===== src/rtl/tcu_pkg.sv =====
// Shared types and helpers for the TCU sample scheduler: FSM state encoding,
// datapath widths and the P3T raw-register decode.
package tcu_pkg;

  localparam int TEMP_W = 12;
  localparam int RAW_W  = 16;

  typedef enum logic [2:0] {
    S_IDLE,
    S_ISSUE,
    S_WAIT_DONE,
    S_RETRY,
    S_PUBLISH,
    S_WAIT_PERIOD,
    S_FAULT
  } sched_state_t;

  // The sensor left-justifies its 12-bit two's-complement reading.
  function automatic logic signed [TEMP_W-1:0] raw_to_temp(input logic [RAW_W-1:0] raw);
    return TEMP_W'(raw >> (RAW_W - TEMP_W));
  endfunction

endpackage


===== src/rtl/tcu_timer.sv =====
// Loadable down-counter; expire pulses for one cycle in the cycle the count
// reaches zero, after which the count rests at zero until reloaded.
module tcu_timer #(
  parameter int W = 8
) (
  input  logic         clk,
  input  logic         rst_n,
  input  logic         load,
  input  logic [W-1:0] load_val,
  output logic         expire
);

  logic [W-1:0] count_q, count_d;
  logic         expire_q, expire_d;

  always_comb begin
    count_d  = count_q;
    expire_d = 1'b0;
    if (load) begin
      count_d = load_val;
    end else if (count_q != '0) begin
      count_d  = count_q - 1'b1;
      expire_d = (count_q == W'(1));
    end
  end

  always_ff @(posedge clk or negedge rst_n) begin
    if (!rst_n) begin
      count_q  <= '0;
      expire_q <= 1'b0;
    end else begin
      count_q  <= count_d;
      expire_q <= expire_d;
    end
  end

  assign expire = expire_q;

endmodule


===== src/rtl/tcu_sample_scheduler.sv =====
// Periodic temperature read sequencer with timeout/retry, hysteretic alarm and
// sticky sensor fault. Define TCU_SCHED_AVG_EN to publish a 4-sample mean.
module tcu_sample_scheduler
  import tcu_pkg::*;
#(
  parameter int unsigned              PERIOD_CYCLES  = 1_500_000,
  parameter int unsigned              TIMEOUT_CYCLES = 20_000,
  parameter int unsigned              MAX_RETRIES    = 3,
  parameter logic signed [TEMP_W-1:0] T_HIGH         = 12'sd1200,
  parameter logic signed [TEMP_W-1:0] T_LOW          = 12'sd1120
) (
  input  logic              clk,
  input  logic              rst_n,
  input  logic              enable,
  input  logic              clear_fault,
  output logic              i2c_start,
  input  logic              i2c_busy,
  input  logic              i2c_done,
  input  logic              i2c_ack_err,
  input  logic [RAW_W-1:0]  i2c_data,
  output logic [TEMP_W-1:0] temp_out,
  output logic              temp_valid,
  output logic              over_temp,
  output logic              sensor_fault
);

  localparam int PER_W = $clog2(PERIOD_CYCLES);
  localparam int TO_W  = $clog2(TIMEOUT_CYCLES);
  localparam int RET_W = (MAX_RETRIES > 0) ? $clog2(MAX_RETRIES + 1) : 1;

  // Loads absorb the FSM hops between expiry and the next start pulse, so
  // start-to-start is PERIOD_CYCLES (no retry) or TIMEOUT_CYCLES (on timeout).
  localparam logic [PER_W-1:0] PER_LOAD = PER_W'(PERIOD_CYCLES - 2);
  localparam logic [TO_W-1:0]  TO_LOAD  = TO_W'(TIMEOUT_CYCLES - 3);

  sched_state_t             state_q, state_d;
  logic [RET_W-1:0]         retry_q, retry_d;
  logic                     i2c_start_q, i2c_start_d;
  logic signed [TEMP_W-1:0] temp_out_q, temp_out_d;
  logic                     temp_valid_q, temp_valid_d;
  logic                     over_temp_q, over_temp_d;
  logic                     sensor_fault_q, sensor_fault_d;
  logic                     period_due_q, period_due_d;

  logic                     issue_fire, period_load;
  logic                     period_expire, timeout_expire;
  logic                     publish_fire, clear_fire;
  logic signed [TEMP_W-1:0] sample_temp, pub_temp;

  assign sample_temp  = raw_to_temp(i2c_data);
  assign issue_fire   = (state_q == S_ISSUE) && enable && !i2c_busy;
  assign period_load  = issue_fire && (retry_q == '0);
  assign publish_fire = (state_q == S_WAIT_DONE) && i2c_done && !i2c_ack_err;
  assign clear_fire   = (state_q == S_FAULT) && clear_fault;

  tcu_timer #(.W(PER_W)) u_period (
    .clk      (clk),
    .rst_n    (rst_n),
    .load     (period_load),
    .load_val (PER_LOAD),
    .expire   (period_expire)
  );

  tcu_timer #(.W(TO_W)) u_timeout (
    .clk      (clk),
    .rst_n    (rst_n),
    .load     (issue_fire),
    .load_val (TO_LOAD),
    .expire   (timeout_expire)
  );

  // Remembers a period that elapsed while retries were still running.
  assign period_due_d = period_load ? 1'b0 : (period_due_q | period_expire);

`ifdef TCU_SCHED_AVG_EN
  logic signed [TEMP_W-1:0] hist_q [3];
  logic signed [TEMP_W-1:0] hist_d [3];
  logic                     fill_q, fill_d;
  logic signed [TEMP_W+1:0] avg_sum;

  always_comb begin
    if (fill_q) begin
      avg_sum = (TEMP_W+2)'(sample_temp) <<< 2;
    end else begin
      avg_sum = (TEMP_W+2)'(sample_temp) + (TEMP_W+2)'(hist_q[0])
              + (TEMP_W+2)'(hist_q[1]) + (TEMP_W+2)'(hist_q[2]);
    end
  end

  assign pub_temp = TEMP_W'(avg_sum >>> 2);
  assign fill_d   = clear_fire ? 1'b1 : (publish_fire ? 1'b0 : fill_q);

  generate
    for (genvar gi = 0; gi < 3; gi++) begin : g_hist
      if (gi == 0) begin : g_head
        assign hist_d[gi] = publish_fire ? sample_temp : hist_q[gi];
      end else begin : g_tail
        assign hist_d[gi] = publish_fire ? (fill_q ? sample_temp : hist_q[gi-1]) : hist_q[gi];
      end
      always_ff @(posedge clk or negedge rst_n) begin
        if (!rst_n) hist_q[gi] <= '0;
        else        hist_q[gi] <= hist_d[gi];
      end
    end
  endgenerate

  always_ff @(posedge clk or negedge rst_n) begin
    if (!rst_n) fill_q <= 1'b1;
    else        fill_q <= fill_d;
  end
`else
  assign pub_temp = sample_temp;
`endif

  always_comb begin
    state_d        = state_q;
    retry_d        = retry_q;
    i2c_start_d    = 1'b0;
    temp_out_d     = temp_out_q;
    temp_valid_d   = 1'b0;
    over_temp_d    = over_temp_q;
    sensor_fault_d = sensor_fault_q;
    case (state_q)
      S_IDLE: if (enable) state_d = S_ISSUE;
      S_ISSUE: begin
        if (!enable) begin
          state_d = S_IDLE;
          retry_d = '0;
        end else if (!i2c_busy) begin
          i2c_start_d = 1'b1;
          state_d     = S_WAIT_DONE;
        end
      end
      S_WAIT_DONE: begin
        // Result goes out the cycle after done; PUBLISH only retires it.
        if (publish_fire) begin
          temp_out_d   = pub_temp;
          temp_valid_d = 1'b1;
          if (pub_temp >= T_HIGH)    over_temp_d = 1'b1;
          else if (pub_temp < T_LOW) over_temp_d = 1'b0;
          state_d = S_PUBLISH;
        end else if (i2c_done || timeout_expire) begin
          if (enable) begin
            state_d = S_RETRY;
          end else begin
            state_d = S_IDLE;
            retry_d = '0;
          end
        end
      end
      S_RETRY: begin
        if (retry_q < RET_W'(MAX_RETRIES)) begin
          retry_d = retry_q + 1'b1;
          state_d = S_ISSUE;
        end else begin
          sensor_fault_d = 1'b1;
          state_d        = S_FAULT;
        end
      end
      S_PUBLISH: begin
        retry_d = '0;
        state_d = enable ? S_WAIT_PERIOD : S_IDLE;
      end
      S_WAIT_PERIOD: begin
        if (!enable)                             state_d = S_IDLE;
        else if (period_due_q || period_expire)  state_d = S_ISSUE;
      end
      S_FAULT: begin
        if (clear_fire) begin
          sensor_fault_d = 1'b0;
          retry_d        = '0;
          state_d        = enable ? S_ISSUE : S_IDLE;
        end
      end
      default: state_d = S_IDLE;
    endcase
  end

  always_ff @(posedge clk or negedge rst_n) begin
    if (!rst_n) begin
      state_q        <= S_IDLE;
      retry_q        <= '0;
      i2c_start_q    <= 1'b0;
      temp_out_q     <= '0;
      temp_valid_q   <= 1'b0;
      over_temp_q    <= 1'b0;
      sensor_fault_q <= 1'b0;
      period_due_q   <= 1'b0;
    end else begin
      state_q        <= state_d;
      retry_q        <= retry_d;
      i2c_start_q    <= i2c_start_d;
      temp_out_q     <= temp_out_d;
      temp_valid_q   <= temp_valid_d;
      over_temp_q    <= over_temp_d;
      sensor_fault_q <= sensor_fault_d;
      period_due_q   <= period_due_d;
    end
  end

  assign i2c_start    = i2c_start_q;
  assign temp_out     = temp_out_q;
  assign temp_valid   = temp_valid_q;
  assign over_temp    = over_temp_q;
  assign sensor_fault = sensor_fault_q;

endmodule


===== config.mk =====
export PLATFORM = sky130hd
export DESIGN_NAME = tcu_sample_scheduler
export DESIGN_NICKNAME = d
export VERILOG_FILES = /design/src/rtl/tcu_pkg.sv /design/src/rtl/tcu_timer.sv /design/src/rtl/tcu_sample_scheduler.sv
export SDC_FILE = /design/constraint.sdc
export NUM_CORES = 1
export LEC_CHECK = 0
export ABC_AREA = 1
export CORE_ASPECT_RATIO = 1.2
export CORE_MARGIN = 2
export CORE_UTILIZATION = 45
export CTS_CLUSTER_DIAMETER = 100
export DETAILED_ROUTE_END_ITERATION = 7
export GPL_TIMING_DRIVEN = 0
export PLACE_DENSITY = 0.67
export RECOVER_POWER = 100
export SLEW_MARGIN = 10
export SYNTH_ARGS = -nofsm -noshare
export SYNTH_HDL_FRONTEND = slang
export SYNTH_SLANG_ARGS = --single-unit

===== constraint.sdc =====
create_clock -name clk -period 3.1 [get_ports clk]
set_input_delay 0.465 -clock clk [delete_from_list [all_inputs] [get_ports clk]]
set_output_delay 0.465 -clock clk [all_outputs]
set_load 0.02 [all_outputs]

---- Word-level counts from Yosys, hierarchy flattened ----
Cells that the tools add are included.
Widths: inputs -> output; s select.
storage, ports and cells
  flip-flop bits (word level) ............. 60
  input port bits ......................... 23
  output and inout bits ................... 16
  logic and storage cells ................. 98
operators by class
  bitwise logic cells ..................... 1
  magnitude comparators ................... 3
  equal/unequal tests ..................... 17
  muxes and demuxes ....................... 38
  reductions and logical operators ........ 24
  $add $sub $neg .......................... 3
operator list
  operator               number
  $mux 21                2
  $mux 15                2
  $mux 3                 10
  $eq 21x1->1 const B    1
  $pmux 3 s7             1
  $reduce_bool 21->1     1
  $sub 21x1->21 const B  1
  $eq 15x1->1 const B    1
  $mux 1                 15
  $reduce_bool 15->1     1
  $sub 15x1->15 const B  1
  $ge 12x12->1 const B   1
  $lt 12x12->1 const B   1
  $mux 2                 6
  $ne 2x2->1 const B     5
  $pmux 2 s5             1
  $reduce_and 5->1       2
  $eq 3x3->1 const B     3
  $reduce_bool 2->1      4
  $eq 3x2->1 const B     2
  $logic_and 1x1->1      6
  $ne 3x3->1 const B     2
  $reduce_and 3->1       2
  $reduce_bool 5->1      1
  other kinds (12)       14

---- Logic depth before layout (Yosys ltp) ----
  depth in word-level cells ............... 5
  mapped depth ............................ 10
  gate-level depth less buffers ........... 9

---- Hierarchy ----
From an unflattened synthesis, not the netlist that was laid out.
second synthesis, totals
  cell total of the unflattened synthesis .. 536
  area, all modules ....................... 3,931.3 µm²
modules (own cells, without submodules)
  module                 sequential area each (µm²)  instances  cells each  area each (µm²)
  tcu_timer (u_period)   550.5                       1          236         1,720.4
  tcu_sample_scheduler   550.5                       1          150         1,127.3
  tcu_timer (u_timeout)  400.4                       1          150         1,083.5

---- Least setup slack after synthesis ----
No wires, ideal clock.
  path kind ............................... register to register
  start ................................... register u_timeout.count_q[0]
  end ..................................... register u_timeout.count_q[12]
  period minus slack after synthesis ...... 1,505 ps
  library setup time ...................... 123 ps
  setup slack ............................. 1,595 ps
  arrival time ............................ 1,381 ps
  stages on the path, launching flop included .. 8
  required time ........................... 2,977 ps
  buffers on the path ..................... 0
  cell sequence ........................... dfrtp_1 > inv_1 > ha_1 > nand2_1 > nor2_4 > nand3_4 > nor2_4 > nor2_1
between the ends
  cells in the longest elaborated chain, start to end .. 3
  elaborated cells between the ends (all ways) .. 5
  those cells by class .................... 1 x add/sub; 2 x mux; 2 x reduce/logical
ends and longest elaborated chain
  item                    line             source
  start, declared         tcu_timer.sv:13  logic [W-1:0] count_q, count_d;
  start signal, assigned  tcu_timer.sv:32  count_q <= count_d;
  $sub 15x1->15           tcu_timer.sv:22  count_d = count_q - 1'b1;
  $mux 15                 tcu_timer.sv:21  end else if (count_q != '0) begin
  $mux 15                 tcu_timer.sv:19  if (load) begin
Several ways; a longest one is shown, not always the timed one. The select of a mux whose other input is x is not followed.
A chain may end at the register's enable or synchronous reset.

---- Final worst setup path ----
  start ................................... input port enable
  end ..................................... register u_timeout.count_q[5]
between the ends
  cells in the longest elaborated chain, start to end .. 3
  elaborated cells between the ends (all ways) .. 4
  those cells by class .................... 1 x mux; 3 x reduce/logical
ends and longest elaborated chain
  item                                          line                        source
  start, declared                               tcu_sample_scheduler.sv:14  input logic enable,
  $logic_and 1x1->1 * (2 in a row)              tcu_sample_scheduler.sv:51  assign issue_fire = (state_q == S_ISSUE) && enable && !i2c_busy;
  $mux 15 or $reduce_bool 2->1 (tied branches)  -
Mark *: on every way between the ends. The rest lies on a longest branch, timed or not.

==> qor.yml <==
run_status:
  status: "finished with violations"
  failed_checks: "capacitance limit, slew limit"
logic_synthesis:
  synth-edff-count: 0
  ys.flop_type: "dfrtp_1"
  async_reset_ff_share_pct: 100
  synth_top_area_share_pct: 43.8
  yosys-top-cells-count: "nand2_1, nor2_1, dfrtp_1, inv_1, nand3_1"
  syn_inst: 448
  synth_top_cell_by_area: "dfrtp_1"
  postSynthNetCount: 478
  yosys-top-cells-area: "dfrtp_1, nand2_1, nor2_1, inv_1, nand3_1"
  yosysMostFrequentCell: "nand2_1"
  yosys_warnings: 0
  ys_ff_latch: 60
  synth_cell_types: 35
  yosysSeqAreaShare_pct: 43.8
  synth_area_mm2: 0.00343
  syn_avg_cell_area_um2: 7.65
route:
  post_drt_wl_per_cell_um: 12.5
  routed_wl_um: 7320
  post-route-drc-count: 0
  vias: 2937
  postRouteAntennaNets: 0
  drtPass1Iterations: 4
  viasPerCell: 5.01
  drt_iter0_drc: 163
pwr:
  intPower_mw: 1.79
  power.clock.fraction_pct: 21.6
  pwr-share-seq_pct: 40.5
  leakage_nw: 1.92
  powerDensity_mw_per_mm2: 742
  switching_share_pct: 39.5
  switchingPower_mw: 1.17
  ir_worst_vdd_uv: 408
  combinationalPowerShare_pct: 37.9
layout:
  fillers: 716
  stdcell_count: 586
  nets: 523
  drive_gt1_share_pct: 8.47
  area_growth_pct: 16.3
  final_area_mm2: 0.00398
  num_antenna_cells: 0
global_routing:
  antenna_found_initial: 0
  grt_pass1_vias: 2877
  grt_overflow: 0
  grt_first_pass_wirelength_um: 12900
  grt_max_degree: 61
  grt_usage_pct: 19.2
clock_tree:
  clockRootBuffer: "clkbuf_8"
  clk_latency_ns: 0.33
  clockBufferDepth: 2
  post_cts_resized: 0
  h-tree-depth: 3
  clk_pin_slew_ns: 0.06
  cts_buffers: 9
  cts_tree: "done"
  post_cts_buffers: 0
  cts.sinks: 60
  cts_hold_buf: 0
floorplanning:
  die_h_um: 99.6
  die_area_mm2: 0.00833
  rows: 34
  io_pins: 39
  initial_core_util_pct: 46.8
  core-area_mm2: 0.00732
  fp.dieW_um: 83.7
sta:
  period_share_pct: 73.7
  hold_viol: 0
  finClkSkew_ns: 0.00563
  period_needed_ns: 2.28
  setup_violations: 0
  rsz0062_at_grt: "no"
  finalMaxSlewViolations: 61
  fmax_ghz: 0.438
  tns_ns: 0
  tightest_slew_ns: 1.53
  slew_headroom_pct: -1.78
placed_design:
  hpwlAfterDp_um: 5420
  gp_congestion: 0.866
  dp.cells: 572
  port_buffers: 34
  dpl_cell_area_mm2: 0.00388
setup_path:
  critical_path.max_fanout: 10
  cp_top_family: "buffers and inverters"
  cp_cell_sequence: "dlygate4sd3_1 > inv_1 > nor2_1 > nand2_1 > nor2_1 > clkbuf_1 > nor2_1 > nor3_1"
  critPathKind: "primary input to flop"
  reg2reg_depth: 6
  required_ns: 3.34
  critPathMaxStageDelay_ns: 0.56
  cp-end-kind: "flop"
  critical_path_depth: 8
  crit_path_start_kind: "primary input"
  path_buf_inv: 3
  cp.arrival_ns: 2.52
  crit_path_frequent_cell: "nor2_1"
  critPathSlowestCell: "dlygate4sd3_1"
worst_hold_path:
  holdPathStages: 2
  min_path_type: "flop to flop"
run:
  drv_cap: 1
[cell families after synthesis]
logic type | after synthesis | share of synthesized area, %
xor gates and xnor gates | 9 | 2.30
DFF | 60 | 43.8
AOI/OAI and AO/OA | 38 | 6.65
and+or+nand+nor | 265 | 36.2
adders and majority gates | 7 | 2.56
buffers and inverters | 69 | 8.47
[sequential cells by signal, indices dropped and copies added (netlist names), 2 cells and up]
signal and cells:
u_timeout.count_q 15, state_q 3, retry_q 2, temp_out 12, u_period.count_q 21
[layer usage]
metal	vias up	part of all wire [%]	wire (um)	global-route usage, %
met5	-	0	0	0
met4	0	1.7	124	7.32
met3	10	4.8	352	5.81
met2	59	49	3560	32.9
met1	1359	45	3280	22.9
li1	1509	-	-	-
[area by class of cell]
class	count	area, um^2	area share, %
multi-input cells	319	1590	39.9
well taps	90	113	2.83
plain buffers	6	30.0	0.754
flip-flops and latches	60	1500	37.7
inverters	63	240	6.03
clock buffers	12	165	4.15
repair buffers	34	335	8.42
clock inverters	2	10.0	0.251
[stage by stage]
| step | power (mW) | setup WS [ns] | utilization (%) | hold WS [ns] |
|---|---|---|---|---|
| finish | 2.95 | 0.816 | 54.4 | 0.478 |
| global route | 3.20 | 0.628 | 54.4 | 0.502 |
| CTS | 3.06 | 1.31 | 55.4 | 0.235 |
| detailed placement | 2.40 | 1.02 | 53.0 | 0.468 |
| global placement | 2.38 | -0.430 | 53.0 | 0.459 |
| floorplan | 1.99 | 1.60 | - | 0.169 |
[power groups by stage]
stage               Sequential [mW]  Clock, mW  Combinational [mW]
floorplan                      1.29          0               0.700
global placement               1.21          0                1.17
detailed placement             1.21          0                1.19
CTS                            1.20      0.660                1.20
global route                   1.23      0.691                1.28
finish                         1.20      0.637                1.12
[worst paths after layout]
path,startpoint,endpoint,slack (ns)
min in group asynchronous,rst_n,u_period.count_q[17]$_DFFE_PN0P_,0.50
hold reg to reg,temp_out[0]$_DFFE_PN0P_,temp_out[0]$_DFFE_PN0P_,0.48
hold / removal,temp_out[0]$_DFFE_PN0P_,temp_out[0]$_DFFE_PN0P_,0.48
setup reg to reg,state_q[1]$_DFFE_PN0P_,u_timeout.count_q[5]$_DFFE_PN0P_,1.15
max in group asynchronous,rst_n,u_timeout.count_q[4]$_DFFE_PN0P_,1.67
setup / recovery,enable,u_timeout.count_q[5]$_DFFE_PN0P_,0.82
[placed cells by master (no fill, tap or decap), drive strengths merged]
cell           instances
a21o                   1
a21oi                  7
and2                   3
buf                    1
clkbuf                18
clkdlybuf4s50         15
clkinv                 2
clkinvlp               1
dfrtp                 60
dlygate4sd3           18
ha                     7
inv                   62
nand2                112
nand3                 40
nand3b                 1
nand4                 12
nor2                  87
nor3                   9
nor4                   1
o211ai                 6
o21ai                 22
o22ai                  1
o31ai                  1
xnor2                  4
xor2                   5
[worst min-delay path: stages, from the launching register on]
cell     delay [ns]
dfrtp_1        0.34
nand2_1        0.05
nand2_1        0.06
(Power assumes the default switching activity.)
